`config.mk`:
```
export PLATFORM = sky130hd
export DESIGN_NAME = f1_start_seq
export DESIGN_NICKNAME = d
export VERILOG_FILES = /design/src/rtl/f1_pkg.sv /design/src/rtl/f1_start_seq_lfsr7.sv /design/src/rtl/f1_start_seq.sv
export SDC_FILE = /design/constraint.sdc
export NUM_CORES = 1
export LEC_CHECK = 0
export BUFFER_PORTS_ARGS = -buffer_cell sky130_fd_sc_hd__buf_4
export CORE_AREA = 4 4 58 60
export DETAILED_ROUTE_END_ITERATION = 8
export DIE_AREA = 0 0 62 64
export HOLD_SLACK_MARGIN = 0.03
export PLACE_DENSITY = 0.6
export SLEW_MARGIN = 10
export SYNTH_ARGS = -nofsm -noshare
export SYNTH_HDL_FRONTEND = slang
export SYNTH_SLANG_ARGS = --single-unit
```
`constraint.sdc`:
```
create_clock -name clk -period 2.8 [get_ports clk]
set_input_delay 0.56 -clock clk [delete_from_list [all_inputs] [get_ports clk]]
set_output_delay 0.56 -clock clk [all_outputs]
set_load 0.05 [all_outputs]
```
`src/rtl/f1_pkg.sv`:
```
// ---------------------------------------------------------------------------
// f1_pkg
// Shared types and constants for the F1 start-light sequencer.
//   f1_state_t  : sequencer state encoding (IDLE / FILL / HOLD)
//   LFSR7_TAPS  : tap mask for the 7-bit Fibonacci LFSR, x^7 + x^6 + 1
//   lfsr7_step  : one shift of that LFSR (shift left, feedback into bit 0)
// ---------------------------------------------------------------------------
package f1_pkg;

    typedef enum logic [1:0] {
        IDLE = 2'd0,
        FILL = 2'd1,
        HOLD = 2'd2
    } f1_state_t;

    localparam logic [6:0] LFSR7_TAPS = 7'b110_0000;

    // Maximal-length sequence (period 127) from any non-zero state.
    function automatic logic [6:0] lfsr7_step(input logic [6:0] q);
        return {q[5:0], ^(q & LFSR7_TAPS)};
    endfunction

endpackage

```
`src/rtl/f1_start_seq_lfsr7.sv`:
```
// ---------------------------------------------------------------------------
// lfsr7
// Free-running 7-bit Fibonacci LFSR used as the random source for the hold
// time. It shifts on every clock, so the value sampled at HOLD entry depends
// on how long after reset the sequence was triggered.
// Ports:
//   clk  in   clock
//   rst  in   async active-high reset, loads SEED
//   q    out  current LFSR state [6:0]
// ---------------------------------------------------------------------------
module lfsr7
    import f1_pkg::*;
#(
    parameter logic [6:0] SEED = 7'h01
) (
    input  logic       clk,
    input  logic       rst,
    output logic [6:0] q
);

    logic [6:0] q_reg;

    always_ff @(posedge clk or posedge rst) begin
        if (rst) begin
            q_reg <= SEED;
        end else begin
            q_reg <= lfsr7_step(q_reg);
        end
    end

    assign q = q_reg;

endmodule

```
`src/rtl/f1_start_seq.sv`:
```
// ---------------------------------------------------------------------------
// f1_start_seq
// F1 start-light sequencer. A trigger in IDLE starts a thermometer fill of
// N_LIGHTS lamps, one lamp per en tick. Once all lamps are lit they stay on
// for HOLD_MIN + lfsr[HOLD_W-1:0] ticks, then go out together with a one-clock
// done pulse. abort cancels a running sequence without done.
// Ports:
//   clk       in   clock
//   rst       in   async active-high reset
//   en        in   tick strobe, advances fill / hold
//   trigger   in   start request, honoured only in IDLE
//   abort     in   cancel sequence, lamps off, no done
//   data_out  out  lamp pattern [N_LIGHTS-1:0], bit 0 = first lamp
//   busy      out  high in FILL or HOLD
//   done      out  one-clock pulse when lamps go out after a full hold
// ---------------------------------------------------------------------------
module f1_start_seq
    import f1_pkg::*;
#(
    parameter int         N_LIGHTS = 8,
    parameter int         HOLD_MIN = 1,
    parameter int         HOLD_W   = 3,
    parameter logic [6:0] SEED     = 7'h01
) (
    input  logic                clk,
    input  logic                rst,
    input  logic                en,
    input  logic                trigger,
    input  logic                abort,
    output logic [N_LIGHTS-1:0] data_out,
    output logic                busy,
    output logic                done
);

    localparam int CNT_W    = $clog2(N_LIGHTS + 1);
    localparam int HOLD_MAX = HOLD_MIN + (2 ** HOLD_W) - 1;
    localparam int HC_W     = $clog2(HOLD_MAX + 1);

    // Elaboration-time parameter checks.
    if (N_LIGHTS < 2 || N_LIGHTS > 32) begin : g_bad_n_lights
        $error("f1_start_seq: N_LIGHTS must be 2..32");
    end
    if (HOLD_MIN < 1) begin : g_bad_hold_min
        $error("f1_start_seq: HOLD_MIN must be >= 1");
    end
    if (HOLD_W < 1 || HOLD_W > 7) begin : g_bad_hold_w
        $error("f1_start_seq: HOLD_W must be 1..7");
    end
    if (SEED == 7'h00) begin : g_bad_seed
        $error("f1_start_seq: SEED must be non-zero");
    end

    f1_state_t       state_reg, state_next;
    logic [CNT_W-1:0] count_reg, count_next;
    logic [HC_W-1:0]  hold_cnt_reg, hold_cnt_next;
    logic             done_reg, done_next;
    logic [6:0]       lfsr_q;
    logic [HC_W-1:0]  hold_load;
    logic             unused_lfsr;

    lfsr7 #(
        .SEED (SEED)
    ) u_lfsr (
        .clk (clk),
        .rst (rst),
        .q   (lfsr_q)
    );

    // Only the low HOLD_W bits set the hold time; the rest are referenced
    // here so the full LFSR state stays visible.
    assign unused_lfsr = ^lfsr_q;
    assign hold_load   = HC_W'(HOLD_MIN) + HC_W'(lfsr_q[HOLD_W-1:0]);

    always_ff @(posedge clk or posedge rst) begin
        if (rst) begin
            state_reg    <= IDLE;
            count_reg    <= '0;
            hold_cnt_reg <= '0;
            done_reg     <= 1'b0;
        end else begin
            state_reg    <= state_next;
            count_reg    <= count_next;
            hold_cnt_reg <= hold_cnt_next;
            done_reg     <= done_next;
        end
    end

    // Priority inside each state: abort > en > trigger.
    always_comb begin
        state_next    = state_reg;
        count_next    = count_reg;
        hold_cnt_next = hold_cnt_reg;
        done_next     = 1'b0;
        case (state_reg)
            IDLE: begin
                // en is ignored here, so en+trigger together only starts FILL.
                if (!abort && trigger) begin
                    state_next = FILL;
                    count_next = '0;
                end
            end
            FILL: begin
                if (abort) begin
                    state_next = IDLE;
                    count_next = '0;
                end else if (en) begin
                    if (count_reg == CNT_W'(N_LIGHTS - 1)) begin
                        state_next    = HOLD;
                        count_next    = CNT_W'(N_LIGHTS);
                        hold_cnt_next = hold_load;
                    end else begin
                        count_next = count_reg + 1'b1;
                    end
                end
            end
            HOLD: begin
                if (abort) begin
                    state_next    = IDLE;
                    count_next    = '0;
                    hold_cnt_next = '0;
                end else if (en) begin
                    if (hold_cnt_reg == HC_W'(1)) begin
                        state_next    = IDLE;
                        count_next    = '0;
                        hold_cnt_next = '0;
                        done_next     = 1'b1;
                    end else begin
                        hold_cnt_next = hold_cnt_reg - 1'b1;
                    end
                end
            end
            default: begin
                state_next    = IDLE;
                count_next    = '0;
                hold_cnt_next = '0;
            end
        endcase
    end

    // Thermometer decode: lamp gi is lit once count has passed it.
    for (genvar gi = 0; gi < N_LIGHTS; gi++) begin : g_lamp
        assign data_out[gi] = (state_reg == HOLD) ||
                              ((state_reg == FILL) && (count_reg > CNT_W'(gi)));
    end

    assign busy = (state_reg == FILL) || (state_reg == HOLD);
    assign done = done_reg;

endmodule

```
; Word-level counts from Yosys, hierarchy flattened
; Index checks and enable logic that the tools add are counted.
; Widths: inputs -> output; s select.
[totals]
regBits = 18
latch_bits = 0
mem_bits_rw = 0
romBits = 0
input_bits = 5
n_memories = 0
[op_classes]
n_addsub = 3
multipliers = 0
div = 0
order_cmp = 8
n_eq_ne = 12
shift = 0
n_mux = 27
n_bitwise = 1
reduce_logical = 24
[ops]
columns = cell, count
row1 = $mux 4, 13
row2 = $pmux 4 s3, 2
row3 = $gt 4x3->1 const B, 4
row4 = $mux 2, 7
row5 = $ne 3x3->1 const B, 4
row6 = $reduce_and 5->1, 2
row7 = $logic_and 1x1->1, 9
row8 = $logic_or 1x1->1, 9
row9 = $gt 4x1->1 const B, 2
row10 = $gt 4x2->1 const B, 2
row11 = $ne 2x2->1 const B, 4
row12 = $reduce_xor 7->1, 1
row13 = $pmux 2 s3, 1
row14 = $add 1x3->4 const A, 1
row15 = $add 4x1->4 const B, 1
row16 = $eq 4x1->1 const B, 1
row17 = $eq 4x3->1 const B, 1
row18 = $mux 1, 4
row19 = $reduce_and 4->1, 1
row20 = $sub 4x1->4 const B, 1
row21 = $eq 2x1->1 const B, 1
row22 = $eq 2x2->1 const B, 1
row23 = $logic_not 2->1, 1
row24 = $logic_not 1->1, 1
row25 = $not 1->1, 1

; Depth between registers and ports, before layout
[depth]
depth_word = 5
depth_mapped = 8
depth_no_buf = 6

; Cells and area by module
; Synthesis repeated with hierarchy kept, for this count alone.
[unflattened]
cells_unflattened = 110
hier_area_um2 = 1082.3
[by_module_without_submodules]
columns = mod, instances, cells_per_inst, area_each_um2
row1 = f1_start_seq, 1, 101, 893.4
row2 = lfsr7, 1, 9, 188.9

; Least setup slack after synthesis
; OpenSTA, ideal clock, no wires.
[synth_path]
path_type = reg2out
from = register state_reg[1]
to = output data_out[2]
t_arrival_ns = 2.219
slack_ns = 0.021
path_stages_with_launch = 6
n_path_buf = 1
cell_sequence = dfrtp_1 -> inv_1 -> ha_1 -> clkbuf_1 -> inv_1 -> o31ai_1
[synth_via]
elab_chain_cells = 3
elab_cells_between_ends = 4
classes_between = eq/ne (2) / reduce/logical (2)
[synth_lines]
columns = element, line_no
row1 = from (decl), f1_start_seq.sv:53  ; f1_state_t state_reg, state_next;
row2 = from (signal assigned), f1_start_seq.sv:81  ; state_reg <= state_next;
row3 = $eq 2x1->1, f1_start_seq.sv:143  ; ((state_reg == FILL) && (count_reg > CNT_W'(gi)));
row4 = $logic_and 1x1->1, f1_start_seq.sv:143
row5 = $logic_or 1x1->1 (*), f1_start_seq.sv:142  ; assign data_out[gi] = (state_reg == HOLD) ||
row6 = to (decl), f1_start_seq.sv:30  ; output logic [N_LIGHTS-1:0] data_out,
; Mark *: on every way between the ends. The rest lies on a longest branch, timed or not.

; Worst setup path in the final report
[layout_path]
from = register state_reg[1]
to = output data_out[4]
; Same word-level chain as after synthesis.

==> reports/qor.csv <==
metric,value,unit
die_h,64,µm
period_needed,2.42,ns
path_clk_slew,0.11,ns
crit_chain,inv_1 > ha_1 > o21a_1 > nor2_1 > inv_1 > o31a_1 > buf_4,
hold_ws,0.347,ns
antenna_found_initial,0,
synthCells,109,
grt.total_usage,0.130,
viasPerCell,5.23,
num_vias,826,
period_share,0.865,
worstSkewPairLatency,0.30,ns
num_io_pins,15,
cp_num_buf_inv,3,
yosysWarnings,0,
r2r-end,hold_cnt_reg[1],
cap_viol_max_count,0,
worstReg2RegStart,state_reg[0],
place.detailed.hpwl,1.70,mm
core,0.00293,mm²
grt_start_max_net_pins,19,
max_freq,413,MHz
grt_pass1_wl,3.86,mm
grt_pass1_vias,831,
cts.sinks,18,
place_area,0.00122,mm²
rows,20,
design_area,0.00126,mm²
slew_headroom,0.558,
worstSetupPathType,reg2out,
startpoint,state_reg[1],
die_area,0.00397,mm²
cts_setup_buffers,0,
finalHoldViolations,0,
setup_tns,0,ns
ant_nets,0,
synth_area,0.00109,mm²
route.detailed.drc,0,
ys_ff_latch,18,
postCtsHoldBufs,0,
ys_seq_area_frac,0.416,
layout.nets,143,
fin_skew,0.00726,ns
synth_edf_count,0,
critPathMostFrequentCell,inv_1,
fin_util,0.431,
vdd_ir_drop_max,0.000429,V
tightest_slew,0.663,ns
synth_nets,126,
final-setup-viol-count,0,
die_w,62,µm
power.total,916,µW
synthFlopType,dfrtp_1,
gp_congestion,0.795,
routed_wl,2.16,mm
max_stage_delay,0.39,ns
regToRegSetupSlack,0.73,ns
p_per_area,726,mW/mm²
clockBufferDepth,2,
start_util,0.371,
worstPathRequired,2.24,ns
syn_avg_cell_area,9.96,µm²
grt-ovfl-total,0,
wire_per_inst,13.7,µm
start_kind,flop,
n_antenna_cell,0,
grt_setup_unrepaired,false,
cp_top_family,flip-flops,
cts_made_buffers,3,
drt-pass1-iter-count,4,
power_leakage,0.000629,µW
cp_max_fo,11,
io_buffers,14,
min_path_type,in2async,
slowest_stage,dfrtp_1,
status,"complete, no violations",
layout-drive-gt1-share,0.184,
ctsResizeCount,0,
ff2ff_path_depth,6,
async_flop_share,1.00,
ys_types,38,
fill_cells,284,
cts_root_buf,clkbuf_4,
report.final.slew_viol_count,0,
area_growth,16.1,%
drt_iter0_drc,27,
htree_levels,1,
largest_reg_flops,7,
cp-end-kind,primary output,
cts_tree,done,
cp.arrival,1.86,ns
worst reg2reg max path, cell delays in order, from the launching register on:
cell and delay [ns]:
dfrtp_1 0.40, inv_1 0.13, ha_1 0.27, nor2b_1 0.45, nor2_1 0.16, o21ai_0 0.35
mux2i_1 0.23
synth_stat cells (all sizes together) (2+ instances only):
cell type | n | area (µm²)
o221ai | 2 | 17.5
clkbuf | 2 | 7.51
dfrtp | 17 | 425
inv | 13 | 48.8
ha | 12 | 150
o2bb2ai | 3 | 26.3
o21a | 2 | 15.0
xor2 | 2 | 17.5
a2bb2oi | 2 | 17.5
nor2 | 6 | 22.5
mux2i | 2 | 20.0
nor2b | 4 | 25.0
nor3 | 2 | 10.0
nand2b | 2 | 12.5
nand2 | 6 | 22.5
a21oi | 4 | 20.0
nand3 | 4 | 20.0
o21ai | 5 | 28.8
cell families after synthesis:
| kind of cell | Yosys count | share of synthesized area |
|---|---|---|
| and+or+nand+nor | 30 | 0.153 |
| AOI/OAI and AO/OA | 29 | 0.199 |
| DFF | 18 | 0.416 |
| buffers and inverters | 16 | 0.0588 |
| adders and majority gates | 12 | 0.138 |
| xor gates and xnor gates | 2 | 0.0161 |
| muxes | 2 | 0.0184 |
report_power, final:
group	switching (µW)	internal, µW
Clock	81.2	79.3
Combinational	285	159
Sequential	29.4	283
layer usage:
metal | wire [µm] | vias up | GRT usage
li1 | - | 420 | -
met2 | 1050 | 17 | 0.199
met5 | 0 | - | 0
met3 | 97 | 2 | 0.0485
met4 | 12 | 0 | 0.0239
met1 | 1000 | 387 | 0.173
through the flow:
stage | instances | worst slack, ns
finish | 158 | 0.378
global route | 158 | 0.157
CTS | 158 | 0.347
detailed placement | 154 | 0.701
global placement | 154 | 0.752
floorplan | 109 | 0.0210
worst max-delay path by stage:
stage | end | slack, ns | depth (start not counted)
after global placement | data_out[2] | 0.75 | 5
after CTS | data_out[2] | 0.35 | 5
final | data_out[4] | 0.38 | 7
after global routing | data_out[4] | 0.16 | 7
after detailed placement | data_out[2] | 0.70 | 5
after floorplan | data_out[2] | 0.02 | 5
cell usage in the layout, fill, tap and decap left out, drive strengths merged, types with 2 or more instances in the layout:
master,instances
a21oi,4
a2bb2oi,2
buf,15
clkbuf,4
dfrtp,17
ha,12
inv,13
mux2i,2
nand2,6
nand2b,2
nand3,4
nor2,6
nor2b,4
nor3,2
o21a,2
o21ai,5
o221ai,2
o2bb2ai,3
xor2,2
cell type report:
type                    instances  area [µm²]  share of cell area
clock buffers                   4        36.3              0.0288
multi-input cells              75         571               0.452
inverters                      13        48.8              0.0387
repair buffers                 15         113              0.0893
well taps                      33        41.3              0.0327
flip-flops and latches         18         452               0.358
(Power assumes the default switching activity.)
